===== config.mk =====
export PLATFORM = sky130hd
export DESIGN_NAME = uart_channel_arbiter
export DESIGN_NICKNAME = d
export VERILOG_FILES = /design/src/rtl/uart_channel_arbiter.sv
export SDC_FILE = /design/constraint.sdc
export NUM_CORES = 1
export LEC_CHECK = 0
export CAP_MARGIN = 20
export CORE_ASPECT_RATIO = 1.75
export CORE_UTILIZATION = 25
export CTS_BUF_LIST = sky130_fd_sc_hd__clkbuf_16
export CTS_CLUSTER_SIZE = 14
export DETAILED_ROUTE_END_ITERATION = 7
export PLACE_DENSITY = 0.45
export SLEW_MARGIN = 0
export SYNTH_ARGS = -nofsm -noshare
export SYNTH_HDL_FRONTEND = slang
export SYNTH_SLANG_ARGS = --single-unit

===== constraint.sdc =====
create_clock -name CLK -period 29.1 [get_ports CLK]
set_input_delay 4.365 -clock CLK [delete_from_list [all_inputs] [get_ports CLK]]
set_output_delay 4.365 -clock CLK [all_outputs]
set_load 0.02 [all_outputs]

===== src/rtl/uart_channel_arbiter.sv =====
// Shares one uart_comm link between two requesters: round-robin framed TX
// into the send FIFO, header-parsed RX demultiplexed back to the channels.
module uart_channel_arbiter (
    input  logic        CLK,
    input  logic        RST,
    input  logic        req0_valid,
    input  logic [2:0]  req0_len,
    input  logic [63:0] req0_data,
    output logic        req0_ready,
    input  logic        req1_valid,
    input  logic [2:0]  req1_len,
    input  logic [63:0] req1_data,
    output logic        req1_ready,
    output logic        rsp0_valid,
    output logic [2:0]  rsp0_len,
    output logic [63:0] rsp0_data,
    output logic        rsp1_valid,
    output logic [2:0]  rsp1_len,
    output logic [63:0] rsp1_data,
    output logic        rx_error,
    output logic        uart_send_flag,
    output logic [7:0]  uart_send_data,
    input  logic        uart_sendable,
    output logic        uart_recv_flag,
    input  logic [7:0]  uart_recv_data,
    input  logic        uart_receivable
);

    typedef enum logic [1:0] {T_IDLE, T_HDR, T_DATA} tx_state_t;
    typedef enum logic {R_HDR, R_DATA} rx_state_t;

    // ---------------- TX path ----------------
    tx_state_t   tx_state_reg, tx_state_next;
    logic        rr_last_reg, rr_last_next;
    logic        tx_ch_reg, tx_ch_next;
    logic [2:0]  tx_len_reg, tx_len_next;
    logic [2:0]  tx_idx_reg, tx_idx_next;
    logic [63:0] tx_data_reg, tx_data_next;
    logic        req0_ready_reg, req0_ready_next;
    logic        req1_ready_reg, req1_ready_next;
    logic        tx_grant;
    logic [7:0]  tx_byte [8];

    genvar gi;
    generate
        for (gi = 0; gi < 8; gi++) begin : g_tx_byte
            assign tx_byte[gi] = tx_data_reg[8*gi +: 8];
        end
    endgenerate

    always_comb begin
        tx_state_next   = tx_state_reg;
        rr_last_next    = rr_last_reg;
        tx_ch_next      = tx_ch_reg;
        tx_len_next     = tx_len_reg;
        tx_idx_next     = tx_idx_reg;
        tx_data_next    = tx_data_reg;
        req0_ready_next = 1'b0;
        req1_ready_next = 1'b0;
        tx_grant        = 1'b0;
        uart_send_flag  = 1'b0;
        uart_send_data  = 8'h00;
        case (tx_state_reg)
            T_IDLE: begin
                if (req0_valid || req1_valid) begin
                    // Under contention the channel not served last wins.
                    tx_grant        = (req0_valid && req1_valid) ? ~rr_last_reg : req1_valid;
                    rr_last_next    = tx_grant;
                    tx_ch_next      = tx_grant;
                    tx_len_next     = tx_grant ? req1_len : req0_len;
                    tx_data_next    = tx_grant ? req1_data : req0_data;
                    req0_ready_next = ~tx_grant;
                    req1_ready_next = tx_grant;
                    tx_state_next   = T_HDR;
                end
            end
            T_HDR: begin
                uart_send_flag = uart_sendable;
                uart_send_data = {tx_ch_reg, 4'b0000, tx_len_reg};
                if (uart_sendable) begin
                    tx_idx_next   = 3'd0;
                    tx_state_next = T_DATA;
                end
            end
            T_DATA: begin
                uart_send_flag = uart_sendable;
                uart_send_data = tx_byte[tx_idx_reg];
                if (uart_sendable) begin
                    if (tx_idx_reg == tx_len_reg) begin
                        tx_state_next = T_IDLE;
                    end else begin
                        tx_idx_next = tx_idx_reg + 3'd1;
                    end
                end
            end
            default: tx_state_next = T_IDLE;
        endcase
    end

    always_ff @(posedge CLK or posedge RST) begin
        if (RST) begin
            tx_state_reg   <= T_IDLE;
            rr_last_reg    <= 1'b1;
            tx_ch_reg      <= 1'b0;
            tx_len_reg     <= 3'd0;
            tx_idx_reg     <= 3'd0;
            tx_data_reg    <= 64'd0;
            req0_ready_reg <= 1'b0;
            req1_ready_reg <= 1'b0;
        end else begin
            tx_state_reg   <= tx_state_next;
            rr_last_reg    <= rr_last_next;
            tx_ch_reg      <= tx_ch_next;
            tx_len_reg     <= tx_len_next;
            tx_idx_reg     <= tx_idx_next;
            tx_data_reg    <= tx_data_next;
            req0_ready_reg <= req0_ready_next;
            req1_ready_reg <= req1_ready_next;
        end
    end

    assign req0_ready = req0_ready_reg;
    assign req1_ready = req1_ready_reg;

    // ---------------- RX path ----------------
    rx_state_t   rx_state_reg, rx_state_next;
    logic        pop_wait_reg;
    logic        rx_ch_reg, rx_ch_next;
    logic [2:0]  rx_len_reg, rx_len_next;
    logic [2:0]  rx_idx_reg, rx_idx_next;
    logic [63:0] rx_buf_reg, rx_buf_next;
    logic        rx_error_reg, rx_error_next;
    logic        rsp_fire;
    logic [7:0]  rx_asm_byte [8];
    logic [63:0] rx_asm;
    logic        rsp0_valid_reg, rsp1_valid_reg;
    logic [2:0]  rsp0_len_reg, rsp1_len_reg;
    logic [63:0] rsp0_data_reg, rsp1_data_reg;

    // pop_wait blocks the cycle after a pop so the FIFO head has settled.
    assign uart_recv_flag = uart_receivable & ~pop_wait_reg;

    generate
        for (gi = 0; gi < 8; gi++) begin : g_rx_byte
            assign rx_asm_byte[gi] = (rx_idx_reg == 3'(gi)) ? uart_recv_data
                                                            : rx_buf_reg[8*gi +: 8];
        end
    endgenerate

    always_comb begin
        rx_asm = 64'd0;
        for (int i = 0; i < 8; i++) begin
            rx_asm[8*i +: 8] = rx_asm_byte[i];
        end
    end

    always_comb begin
        rx_state_next = rx_state_reg;
        rx_ch_next    = rx_ch_reg;
        rx_len_next   = rx_len_reg;
        rx_idx_next   = rx_idx_reg;
        rx_buf_next   = rx_buf_reg;
        rx_error_next = 1'b0;
        rsp_fire      = 1'b0;
        case (rx_state_reg)
            R_HDR: begin
                if (uart_recv_flag) begin
                    if (uart_recv_data[6:3] != 4'd0) begin
                        rx_error_next = 1'b1;
                    end else begin
                        rx_ch_next    = uart_recv_data[7];
                        rx_len_next   = uart_recv_data[2:0];
                        rx_idx_next   = 3'd0;
                        rx_buf_next   = 64'd0;
                        rx_state_next = R_DATA;
                    end
                end
            end
            R_DATA: begin
                if (uart_recv_flag) begin
                    rx_buf_next = rx_asm;
                    if (rx_idx_reg == rx_len_reg) begin
                        rsp_fire      = 1'b1;
                        rx_state_next = R_HDR;
                    end else begin
                        rx_idx_next = rx_idx_reg + 3'd1;
                    end
                end
            end
            default: rx_state_next = R_HDR;
        endcase
    end

    always_ff @(posedge CLK or posedge RST) begin
        if (RST) begin
            rx_state_reg   <= R_HDR;
            pop_wait_reg   <= 1'b0;
            rx_ch_reg      <= 1'b0;
            rx_len_reg     <= 3'd0;
            rx_idx_reg     <= 3'd0;
            rx_buf_reg     <= 64'd0;
            rx_error_reg   <= 1'b0;
            rsp0_valid_reg <= 1'b0;
            rsp1_valid_reg <= 1'b0;
            rsp0_len_reg   <= 3'd0;
            rsp1_len_reg   <= 3'd0;
            rsp0_data_reg  <= 64'd0;
            rsp1_data_reg  <= 64'd0;
        end else begin
            rx_state_reg   <= rx_state_next;
            pop_wait_reg   <= uart_recv_flag;
            rx_ch_reg      <= rx_ch_next;
            rx_len_reg     <= rx_len_next;
            rx_idx_reg     <= rx_idx_next;
            rx_buf_reg     <= rx_buf_next;
            rx_error_reg   <= rx_error_next;
            rsp0_valid_reg <= rsp_fire & ~rx_ch_reg;
            rsp1_valid_reg <= rsp_fire & rx_ch_reg;
            if (rsp_fire && !rx_ch_reg) begin
                rsp0_len_reg  <= rx_len_reg;
                rsp0_data_reg <= rx_asm;
            end
            if (rsp_fire && rx_ch_reg) begin
                rsp1_len_reg  <= rx_len_reg;
                rsp1_data_reg <= rx_asm;
            end
        end
    end

    assign rsp0_valid = rsp0_valid_reg;
    assign rsp1_valid = rsp1_valid_reg;
    assign rsp0_len   = rsp0_len_reg;
    assign rsp1_len   = rsp1_len_reg;
    assign rsp0_data  = rsp0_data_reg;
    assign rsp1_data  = rsp1_data_reg;
    assign rx_error   = rx_error_reg;

endmodule

# Yosys cells after proc, flatten, opt, wreduce, memory -nomap -nowiden
# Index checks and enable logic that the tools add are counted.
# op_classes
reduce_logical	16
n_bitwise	10
n_lt_le_gt_ge	1
eq_ne	20
muxes	49
addsub	2
# ops
operator	count
$mux 64	4
$pmux 64 s2	1
$mux 8	10
$bmux 8 s3	1
$mux 3	8
$ne 2x2->1 const B	9
$mux 1	16
$pmux 8 s2	1
$eq 3x3->1 const B	4
$pmux 3 s2	2
$reduce_and 4->1	3
$mux 2	4
$add 3x1->3 const B	2
$eq 3x2->1 const B	2
$eq 3x3->1	2
$not 1->1	6
$pmux 2 s3	1
$reduce_and 3->1	2
$ge 4x4->1 const B	1
$not 3->4	1
$reduce_bool 4->1	1
$and 1x1->1	3
$eq 3x1->1 const B	1
$logic_and 1x1->1	3
10 further kinds	10
# word_totals
word_cells	119
inputBits	148
out_inout_bits	149
register_bits	286

# Depth between registers and ports, before layout
# Gate-level depths: netlist of run 1.
# logic_depth
word_depth	5
depth_mapped	8
depth_no_buf	6

# Worst setup path before layout of run 1
# Ideal clock, no wire load.
# synth_path
path_type	in2out
start	in uart_receivable
end	out uart_recv_flag
n_path_buf	1
path_slack_ps	19908
t_arrival_ps	4826
cell_stages	3
required_ps	24735
path_cell_list	nand2b_1 inv_1 buf_2
# synth_via
elab_chain_len	1
# synth_lines
element	line	text
start: declaration	26	input logic uart_receivable
$and 1x1->1	141	assign uart_recv_flag = uart_receivable & ~pop_wait_reg;
end: declaration	24	output logic uart_recv_flag,
# No other way between the ends.

# Worst setup path in the final report of run 1
# Ends and elaborated chain as after synthesis.

==> qor.txt, run 1 <==
status -> finished clean
GR Overflow Total -> 0
antenna-violating nets left -> 0
detailed-placement wirelength estimate -> 28.09 mm
Gate power share -> 40.6%
dominant cell by count in the synthesized netlist -> dfrtp_1
DRC viols -> 0
Int Power -> 1.094 mW
Slew Limit Fails -> 0
hold path depth -> 2
Slowest-stage cell, CP -> clkdlybuf4s50_1
vias per cell -> 4.612
synth cell count leaders -> dfrtp_1 (285), mux2_2 (185), a22o_1 (142), nand2_1 (63), mux2i_1 (47)
Layout Nets -> 1406
H-tree depth -> 1
# IOs -> 297
Worst Setup SP -> uart_receivable
Clock Skew -> 0.007293 ns
EDFF count, synth -> 0
post-synth top area share -> 55.08%
Avg Cell Area, Syn -> 13.35 µm²
die width -> 174.0 µm
setup violators final -> 0
Critical Path Fanout Max -> 15
worst reg2reg setup slack -> 25.55 ns
CTS Hold Buffers Added -> 0
Worst EP required -> 24.73 ns
Util after Layout -> 34.22%
Global Route Usage Sum -> 14.97%
vias in the first global route -> 9731
clk root buf -> clkbuf_16
initial antenna violation count -> 0
layout cell share with drive strength beyond 1 -> 22.05%
wire per inst -> 20.11 µm
CORE AREA -> 51340 µm²
NetSw -> 597.0 µW
post-synthesis sequential element count -> 286
first-pass GRT wire length -> 60.43 mm
Reg clk slew, reported paths -> 0.06 ns
IO buf count -> 296
Cell Rows -> 110
setup TNS -> 0 ns
number of distinct library cells after synthesis -> 41
r2r startpoint -> rx_state_reg$_DFF_PP0_
CTS tree -> done
Worst VDD drop -> 0.00004208 V
Critical Path Start Type -> primary input
Critical Path, Cell by Cell -> clkdlybuf4s50_1, nand2b_1, inv_1, clkdlybuf4s50_1
CP peak stage delay -> 0.72 ns
Die ar. -> 52740 µm²
Hold Path Class -> reg2reg
clock buffer depth -> 3
Critical path destination -> uart_recv_flag
Period minus WS final -> 10.48 ns
final hold vios -> 0
Post-CTS Resized -> 0
Mapped Area -> 12950 µm²
CP arrival -> 6.11 ns
synth-to-layout area growth -> 35.68%
max capacitance violation total -> 0
Primary FF master, synth -> dfrtp_1
Post-Syn Nets -> 1129
Area contributors post-synth -> dfrtp_1 (55%), mux2_2 (16%), a22o_1 (9.6%)
Post-CTS Setup Repair Bufs -> 0
unrepaired setup endpoints after global routing -> no
initial core utilization -> 25.22%
fmax -> 0.09544 GHz
Post-synth ARST share -> 100.0%
TritonCTS Sinks -> 286
CP Capture Type -> primary output
Syn. warnings -> 0
DR vias -> 8957
Syn Inst Count -> 970
final WL -> 39.05 mm
total of fill cells in the finished design -> 5118
power share of the clock group -> 21.3%
post-synth top area cell -> dfrtp_1
reg-to-reg endpoint -> rsp1_data[54]$_DFFE_PP0P_
Final Cycle Share -> 36.00%
Pwr Density -> 96.24 nW/µm²
gpl congestion -> 0.7867
DIE HEIGHT -> 303.1 µm
max_slew headroom -> 27.64%
most used cell, CP -> clkdlybuf4s50_1
largest net degree at the start of global routing -> 141
DR iter-0 viols -> 296
drt first pass iters -> 4
TritonCTS buffer count -> 30
critical path type -> in2out
post-synthesis sequential area ratio -> 55.29%
Switching Share -> 35.31%
cell leakage power -> 7.785 nW
Worst-Margin Slew -> 1.085 ns
Seq pwr share -> 38.1%
diode count -> 0
clock latency at the later pin of the worst-skew pair -> 0.56 ns
R2R cell count -> 4
==> cells by family (layout without fill, tap and decap cells) <==
family,Yosys count,count (layout),synth area share (%)
simple gates,111,111,3.730
compound gates,212,212,12.79
mux,263,263,24.01
xor+xnor,6,6,0.4059
flops,286,286,55.29
fa+ha+maj,11,11,1.063
buf+inv,81,381,2.706
==> final cells by class <==
| class | count | area (µm²) | area share (%) |
|---|---|---|---|
| Sequential cell | 286 | 7158 | 40.75 |
| Multi-Input combinational cell | 603 | 5477 | 31.18 |
| Timing Repair Buffer | 314 | 3138 | 17.86 |
| Tap cell | 672 | 840.8 | 4.786 |
| Clock buffer | 31 | 775.7 | 4.416 |
| Clock inverter | 24 | 125.1 | 0.7123 |
| Inverter | 12 | 52.55 | 0.2991 |
==> worst max-delay path: cells and delay by family <==
kind                   cells  cell delay (ns)
buffers and inverters      3             1.60
AND/OR/NAND/NOR            1             0.15
==> layout by cell type, fill, tap and decap left out, types with 15 or more instances in the layout <==
| master | instances |
|---|---|
| mux2_4 | 19 |
| clkdlybuf4s50_1 | 296 |
| mux2i_1 | 47 |
| o21ai_0 | 38 |
| clkbuf_16 | 31 |
| mux2_2 | 185 |
| nor2_1 | 15 |
| a22o_1 | 142 |
| inv_1 | 15 |
| nand2_1 | 63 |
| dfrtp_1 | 285 |
==> power by group through the flow <==
stage / Combinational [mW] / Sequential (mW) / Clock (mW)
after global placement: 0.691 / 0.649 / 0
after detailed placement: 0.698 / 0.654 / 0
after global routing: 0.745 / 0.666 / 0.391
after CTS: 0.701 / 0.648 / 0.379
final: 0.687 / 0.644 / 0.359
after floorplan: 0.373 / 0.685 / 0
==> worst min-delay path by stage <==
stage                                      startpoint                          end
final                     tx_data_reg[22]$_DFFE_PP0P_  tx_data_reg[22]$_DFFE_PP0P_
after floorplan           tx_data_reg[21]$_DFFE_PP0P_  tx_data_reg[21]$_DFFE_PP0P_
after global routing      tx_data_reg[34]$_DFFE_PP0P_  tx_data_reg[34]$_DFFE_PP0P_
after CTS                 tx_data_reg[30]$_DFFE_PP0P_  tx_data_reg[30]$_DFFE_PP0P_
after detailed placement  tx_data_reg[48]$_DFFE_PP0P_  tx_data_reg[48]$_DFFE_PP0P_
after global placement    tx_data_reg[33]$_DFFE_PP0P_  tx_data_reg[33]$_DFFE_PP0P_
==> through the flow <==
step	cells	hold slack [ns]	area, µm²	worst slack (ns)	power [mW]
floorplan	970	0.4446	12950	16.84	1.057
global placement	1883	0.4565	16600	18.66	1.341
detailed placement	1883	0.4703	16600	18.64	1.352
CTS	1938	0.4835	17500	18.62	1.727
global route	1942	0.5007	17570	18.54	1.801
finish	1942	0.4777	17570	18.62	1.691
==> layer usage <==
layer | up-vias | track usage, % | wire [µm] | part of all wire, %
met4 | 0 | 5.180 | 1174 | 3.0
met5 | - | 0 | 0 | 0
met2 | 277 | 28.89 | 21400 | 55
met3 | 47 | 2.381 | 1736 | 4.4
li1 | 4152 | - | - | -
met1 | 4481 | 16.38 | 14730 | 38
Note: power is estimated with default switching activity, not from simulation.
==> run 2: changes to the inputs <==
- clock period: 29.1 -> 9.65 ns (I/O delays scaled with it)
==> run 2 against run 1 <==
Against the previous run: final area fell by 0.41%; critical path depth is the same; global-route usage about the same; utilization is 0.14 points lower; critical endpoint unchanged.
==> qor.txt, run 2 (synthesis results as in run 1) <==
status -> finished clean (unchanged)
most used cell, CP -> clkdlybuf4s50_1 (unchanged)
NetSw -> 1.809 mW (was 597.0 µW)
Post-CTS Resized -> 0 (unchanged)
fmax -> 0.2152 GHz
drt first pass iters -> 4 (unchanged)
CP arrival -> 3.20 ns (was 6.11 ns)
final WL -> 39.25 mm (was 39.05 mm)
TritonCTS Sinks -> 286 (unchanged)
Worst-Margin Slew -> 1.056 ns (was 1.085 ns)
critical path type -> in2out (unchanged)
IO buf count -> 296 (unchanged)
most frequent cells in the layout -> clkdlybuf4s50_1 (296), dfrtp_1 (285), mux2_2 (185) (unchanged)
Hold Path Class -> reg2reg (unchanged)
layout cell share with drive strength beyond 1 -> 21.76% (was 22.05%)
largest net degree at the start of global routing -> 168 (was 141)
initial antenna violation count -> 0 (unchanged)
DR iter-0 viols -> 385 (was 296)
Reg clk slew, reported paths -> 0.06 ns (about the same)
cell leakage power -> 7.760 nW (was 7.785 nW)
max_slew headroom -> 29.06% (was 27.64%)
most common cell after layout, fill and taps aside -> clkdlybuf4s50_1 (unchanged)
CP peak stage delay -> 0.73 ns (was 0.72 ns)
detailed-placement wirelength estimate -> 28.03 mm (was 28.09 mm)
overall power -> 5.100 mW (was 1.691 mW)
final worst slack -> 5.002 ns (was 18.62 ns)
largest delay contributor family on the critical path -> buffers and inverters (unchanged)
setup violators final -> 0 (unchanged)
power share of the clock group -> 21.2% (was 21.3%)
CTS tree -> done (unchanged)
clock buffer depth -> 3 (unchanged)
vias in the first global route -> 9733 (was 9731)
Critical Path Fanout Max -> 15 (unchanged)
Setup WS pre-CTS -> 5.026 ns (was 18.64 ns)
Global Route Usage Sum -> 14.99% (was 14.97%)
Cell Rows -> 110 (unchanged)
final hold vios -> 0 (unchanged)
Critical Path, Cell by Cell -> clkdlybuf4s50_1, nand2b_1, inv_1, clkdlybuf4s50_1 (unchanged)
total of fill cells in the finished design -> 5041 (was 5118)
Pwr Density -> 291.5 nW/µm² (was 96.24 nW/µm²)
vias per cell -> 4.650 (was 4.612)
CP Capture Type -> primary output (unchanged)
wire per inst -> 20.27 µm (was 20.11 µm)
final hold slack -> 0.4789 ns (was 0.4777 ns)
Worst VDD drop -> 0.0001252 V (was 0.00004208 V)
Period minus WS final -> 4.648 ns
unrepaired setup endpoints after global routing -> no (unchanged)
DR vias -> 9002 (was 8957)
CP Buf/Inv Count -> 3 (unchanged)
diode count -> 0 (unchanged)
Die ar. -> 52740 µm² (unchanged)
Switching Share -> 35.47% (was 35.31%)
clk root buf -> clkbuf_16 (unchanged)
Critical Path Start Type -> primary input (unchanged)
TritonCTS buffer count -> 29 (was 30)
Layout Nets -> 1402 (was 1406)
setup TNS -> 0 ns (unchanged)
clock latency at the later pin of the worst-skew pair -> 0.56 ns (about the same)
GR Overflow Total -> 0 (unchanged)
Post-CTS Setup Repair Bufs -> 0 (unchanged)
r2r startpoint -> rx_idx_reg[2]$_DFFE_PP0P_ (was rx_state_reg$_DFF_PP0_)
max capacitance violation total -> 0 (unchanged)
Seq pwr share -> 38.0% (was 38.1%)
Worst Setup SP -> uart_receivable (unchanged)
die width -> 174.0 µm (unchanged)
gpl congestion -> 0.7728 (was 0.7867)
synth-to-layout area growth -> 35.13% (was 35.68%)
DRC viols -> 0 (unchanged)
Final Cycle Share -> 48.16%
first-pass GRT wire length -> 60.64 mm (was 60.43 mm)
Slew Limit Fails -> 0 (unchanged)
CORE AREA -> 51340 µm² (unchanged)
Clock Skew -> 0.007385 ns (was 0.007293 ns)
Gate power share -> 40.8% (was 40.6%)
antenna-violating nets left -> 0 (unchanged)
Int Power -> 3.291 mW (was 1.094 mW)
Util after Layout -> 34.08% (was 34.22%)
H-tree depth -> 1 (unchanged)
Worst EP required -> 8.20 ns (was 24.73 ns)
# IOs -> 297 (unchanged)
DIE HEIGHT -> 303.1 µm (unchanged)
initial core utilization -> 25.22% (unchanged)
CTS Hold Buffers Added -> 0 (unchanged)
Slowest-stage cell, CP -> clkdlybuf4s50_1 (unchanged)
Worst Hold Launch -> tx_data_reg[31]$_DFFE_PP0P_ (was tx_data_reg[22]$_DFFE_PP0P_)
[run 2: cell types whose count changed in the layout (fill, tap and decap cells not counted)]
cell,delta
buf_12,+1
clkinv_4,+2
clkbuf_16,-2
buf_16,-2
clkinv_2,-3
inv_1,+4
bufinv_16,+1
clkinv_1,-5
clkbuf_4,-2
[run 2: tightest hold or removal path: stages (launching register included)]
cell and delay (ns):
dfrtp_1 0.34, nand2_1 0.04, o21ai_0 0.06
[run 2: power by group through the flow]
| stage | Sequential, mW | Combinational (mW) | Clock (mW) |
|---|---|---|---|
| final | 1.94 | 2.08 | 1.08 |
| after global routing | 2.00 | 2.26 | 1.17 |
| after CTS | 1.95 | 2.13 | 1.13 |
| after detailed placement | 1.97 | 2.12 | 0 |
| after global placement | 1.96 | 2.10 | 0 |
| after floorplan | 2.06 | 1.12 | 0 |
[run 2: layer usage]
layer / global-route usage, % / share of wire [%] / vias up
met2: 29.12 / 55 / 291
li1: - / - / 4145
met5: 0 / 0 / -
met4: 4.407 / 2.3 / 0
met1: 16.27 / 38 / 4522
met3: 2.794 / 5.2 / 44
[run 2: path summary, 6_finish.rpt]
| kind | slack, ns | cells after the start | endpoint |
|---|---|---|---|
| worst max-delay path | 5.00 | 4 | uart_recv_flag |
| worst min-delay path | 0.48 | 2 | tx_data_reg[31]$_DFFE_PP0P_ |
| worst max register to register | 6.70 | 5 | rsp1_data[52]$_DFFE_PP0P_ |
| worst min register to register | 0.48 | 2 | tx_data_reg[31]$_DFFE_PP0P_ |
| max in group asynchronous | 6.66 | 3 | rsp1_len[0]$_DFFE_PP0P_ |
| min in group asynchronous | 1.46 | 2 | rsp0_data[51]$_DFFE_PP0P_ |
[run 2: final cells by class]
type                       count  area (µm²)  area share (%)
tap                          672       840.8           4.806
sequential                   286        7158           40.91
multi-input combinational    603        5477           31.30
clock buffer                  29       725.7           4.148
inverter                      12       52.55          0.3004
timing repair buffer         311        3088           17.65
clock inverter                23       153.9          0.8796
[run 2: metrics by stage]
stage	cells	area [µm²]
final	1936	17500
after detailed placement	1884	16620
after global routing	1936	17500
after global placement	1884	16620
after floorplan	970	12950
after CTS	1936	17500
==> run 3: changes to the inputs <==
- clock period: 9.65 -> 4.6 ns (I/O delays scaled with it)
==> run 3 against run 2 <==
Against the previous run: global-route usage about the same; critical path type is now reg2out; largest cell class unchanged; final cell count up 0.52%; non-clock buffer count up 11; flip-flop and latch count unchanged.
==> qor.txt, run 3 (synthesis results as in run 1) <==
clock latency at the later pin of the worst-skew pair -> 0.57 ns (was 0.56 ns)
initial antenna violation count -> 0 (unchanged)
status -> finished clean (unchanged)
Worst Setup SP -> tx_idx_reg[0]$_DFFE_PP0P_ (was uart_receivable)
CTS Hold Buffers Added -> 0 (unchanged)
DRC viols -> 0 (unchanged)
setup TNS -> 0 ns (unchanged)
largest net degree at the start of global routing -> 105 (was 168)
final hold vios -> 0 (unchanged)
synth-to-layout area growth -> 36.99% (was 35.13%)
antenna-violating nets left -> 0 (unchanged)
first-pass GRT wire length -> 60.51 mm (was 60.64 mm)
Final Cycle Share -> 76.84%
Reg clk slew, reported paths -> 0.06 ns (about the same)
Cells after DPL -> 1893 (was 1884)
Slew Limit Fails -> 0 (unchanged)
DR vias -> 8932 (was 9002)
Layout Nets -> 1414 (was 1402)
Critical Path Start Type -> flop (was primary input)
reg-to-reg endpoint -> rx_buf_reg[27]$_DFFE_PP0P_ (was rsp1_data[52]$_DFFE_PP0P_)
clock buffer depth -> 3 (unchanged)
GR Overflow Total -> 0 (unchanged)
Period minus WS final -> 3.535 ns
Hold Path Class -> reg2reg (unchanged)
CTS tree -> done (unchanged)
CORE AREA -> 51340 µm² (unchanged)
Critical path destination -> uart_send_data[0] (was uart_recv_flag)
layout cell share with drive strength beyond 1 -> 22.84% (was 21.76%)
clk root buf -> clkbuf_16 (unchanged)
Post-CTS Setup Repair Bufs -> 0 (unchanged)
worst reg2reg setup slack -> 1.93 ns (was 6.70 ns)
vias in the first global route -> 9718 (was 9733)
detailed-placement wirelength estimate -> 28.72 mm (was 28.03 mm)
Global Route Usage Sum -> 15.01% (was 14.99%)
DR iter-0 viols -> 367 (was 385)
H-tree depth -> 1 (unchanged)
TritonCTS Sinks -> 286 (unchanged)
Worst EP required -> 3.91 ns (was 8.20 ns)
diode count -> 0 (unchanged)
Worst VDD drop -> 0.0003105 V (was 0.0001252 V)
vias per cell -> 4.590 (was 4.650)
critical path type -> reg2out (was in2out)
overall power -> 10.91 mW (was 5.100 mW)
most common cell after layout, fill and taps aside -> clkdlybuf4s50_1 (unchanged)
r2r startpoint -> rx_idx_reg[2]$_DFFE_PP0P_ (unchanged)
max capacitance violation total -> 0 (unchanged)
die width -> 174.0 µm (unchanged)
cell leakage power -> 7.857 nW (was 7.760 nW)
CP arrival -> 2.84 ns (was 3.20 ns)
wire per inst -> 20.07 µm (was 20.27 µm)
setup violators final -> 0 (unchanged)
final cell count without fillers -> 1946 (was 1936)
Pwr Density -> 615.1 nW/µm² (was 291.5 nW/µm²)
drt first pass iters -> 4 (unchanged)
Cell Rows -> 110 (unchanged)
final worst slack -> 1.065 ns (was 5.002 ns)
CP Capture Type -> primary output (unchanged)
most frequent cells in the layout -> clkdlybuf4s50_1 (296), dfrtp_1 (285), mux2_2 (185) (unchanged)
Worst-Margin Slew -> 0.9726 ns (was 1.056 ns)
R2R cell count -> 6 (was 5)
fmax -> 0.2829 GHz
Die ar. -> 52740 µm² (unchanged)
Critical Path Fanout Max -> 28 (was 15)
final hold slack -> 0.4780 ns (was 0.4789 ns)
DIE HEIGHT -> 303.1 µm (unchanged)
max_slew headroom -> 34.96% (was 29.06%)
# IOs -> 297 (unchanged)
unrepaired setup endpoints after global routing -> no (unchanged)
gpl congestion -> 0.7878 (was 0.7728)
Setup WS pre-CTS -> 1.331 ns (was 5.026 ns)
TritonCTS buffer count -> 30 (was 29)
initial core utilization -> 25.22% (unchanged)
Clock Skew -> 0.007436 ns (was 0.007385 ns)
Post-CTS Resized -> 0 (unchanged)
final WL -> 39.05 mm (was 39.25 mm)
IO buf count -> 296 (unchanged)
## run 3: cell types whose count changed in the layout (fill, tap and decap cells not counted), sizes merged
| cell | previous run | this run |
|---|---|---|
| buf | 15 | 24 |
| inv | 20 | 14 |
| clkbuf | 29 | 33 |
| bufinv | 2 | 4 |
| clkinvlp | 0 | 2 |
| clkinv | 13 | 12 |
## run 3: layer usage
layer  share of wire (%)  vias up  track usage [%]
met5                   0        -                0
met4                 3.4        0            5.597
met3                 4.7       56            2.444
met2                  54      277            28.57
met1                  38     4448            16.55
li1                    -     4151                -
## run 3: how the worst min path moves through the flow
stage	startpoint	slack [ns]	cells past startpoint	to
floorplan	tx_data_reg[21]$_DFFE_PP0P_	0.44	2	tx_data_reg[21]$_DFFE_PP0P_
global placement	tx_data_reg[43]$_DFFE_PP0P_	0.46	2	tx_data_reg[43]$_DFFE_PP0P_
detailed placement	tx_data_reg[31]$_DFFE_PP0P_	0.47	2	tx_data_reg[31]$_DFFE_PP0P_
CTS	tx_data_reg[31]$_DFFE_PP0P_	0.48	2	tx_data_reg[31]$_DFFE_PP0P_
global route	tx_data_reg[48]$_DFFE_PP0P_	0.49	2	tx_data_reg[48]$_DFFE_PP0P_
finish	tx_data_reg[48]$_DFFE_PP0P_	0.48	2	tx_data_reg[48]$_DFFE_PP0P_
## run 3: per-stage QoR
stage | utilization (%) | instance area (µm²)
global placement | 32.64 | 16750
CTS | 34.52 | 17720
detailed placement | 32.64 | 16750
finish | 34.55 | 17740
floorplan | - | 12950
global route | 34.55 | 17740
## run 3: power breakdown
part / total [mW] / leakage (nW) / internal (mW) / switching [mW]
clock network: 2.45 / 0.495 / 1.43 / 1.02
logic: 4.45 / 3.62 / 2.26 / 2.19
registers: 4.01 / 3.74 / 3.43 / 0.584
## run 3: final cells by class
| class | instances | area, µm² |
|---|---|---|
| Clock buffer | 31 | 775.7 |
| Clock inverter | 20 | 191.4 |
| Fill cell | 5060 | 33600 |
| Inverter | 12 | 48.80 |
| Multi-Input combinational cell | 603 | 5477 |
| Sequential cell | 286 | 7158 |
| Tap cell | 672 | 840.8 |
| Timing Repair Buffer | 322 | 3246 |
## run 3: worst max-delay path, stage by stage (launching register included)
cell and delay, ns:
dfrtp_1 0.33, buf_4 0.42, mux4_2 0.57, o2111ai_1 0.24, a21boi_0 0.14, clkdlybuf4s50_1 0.57
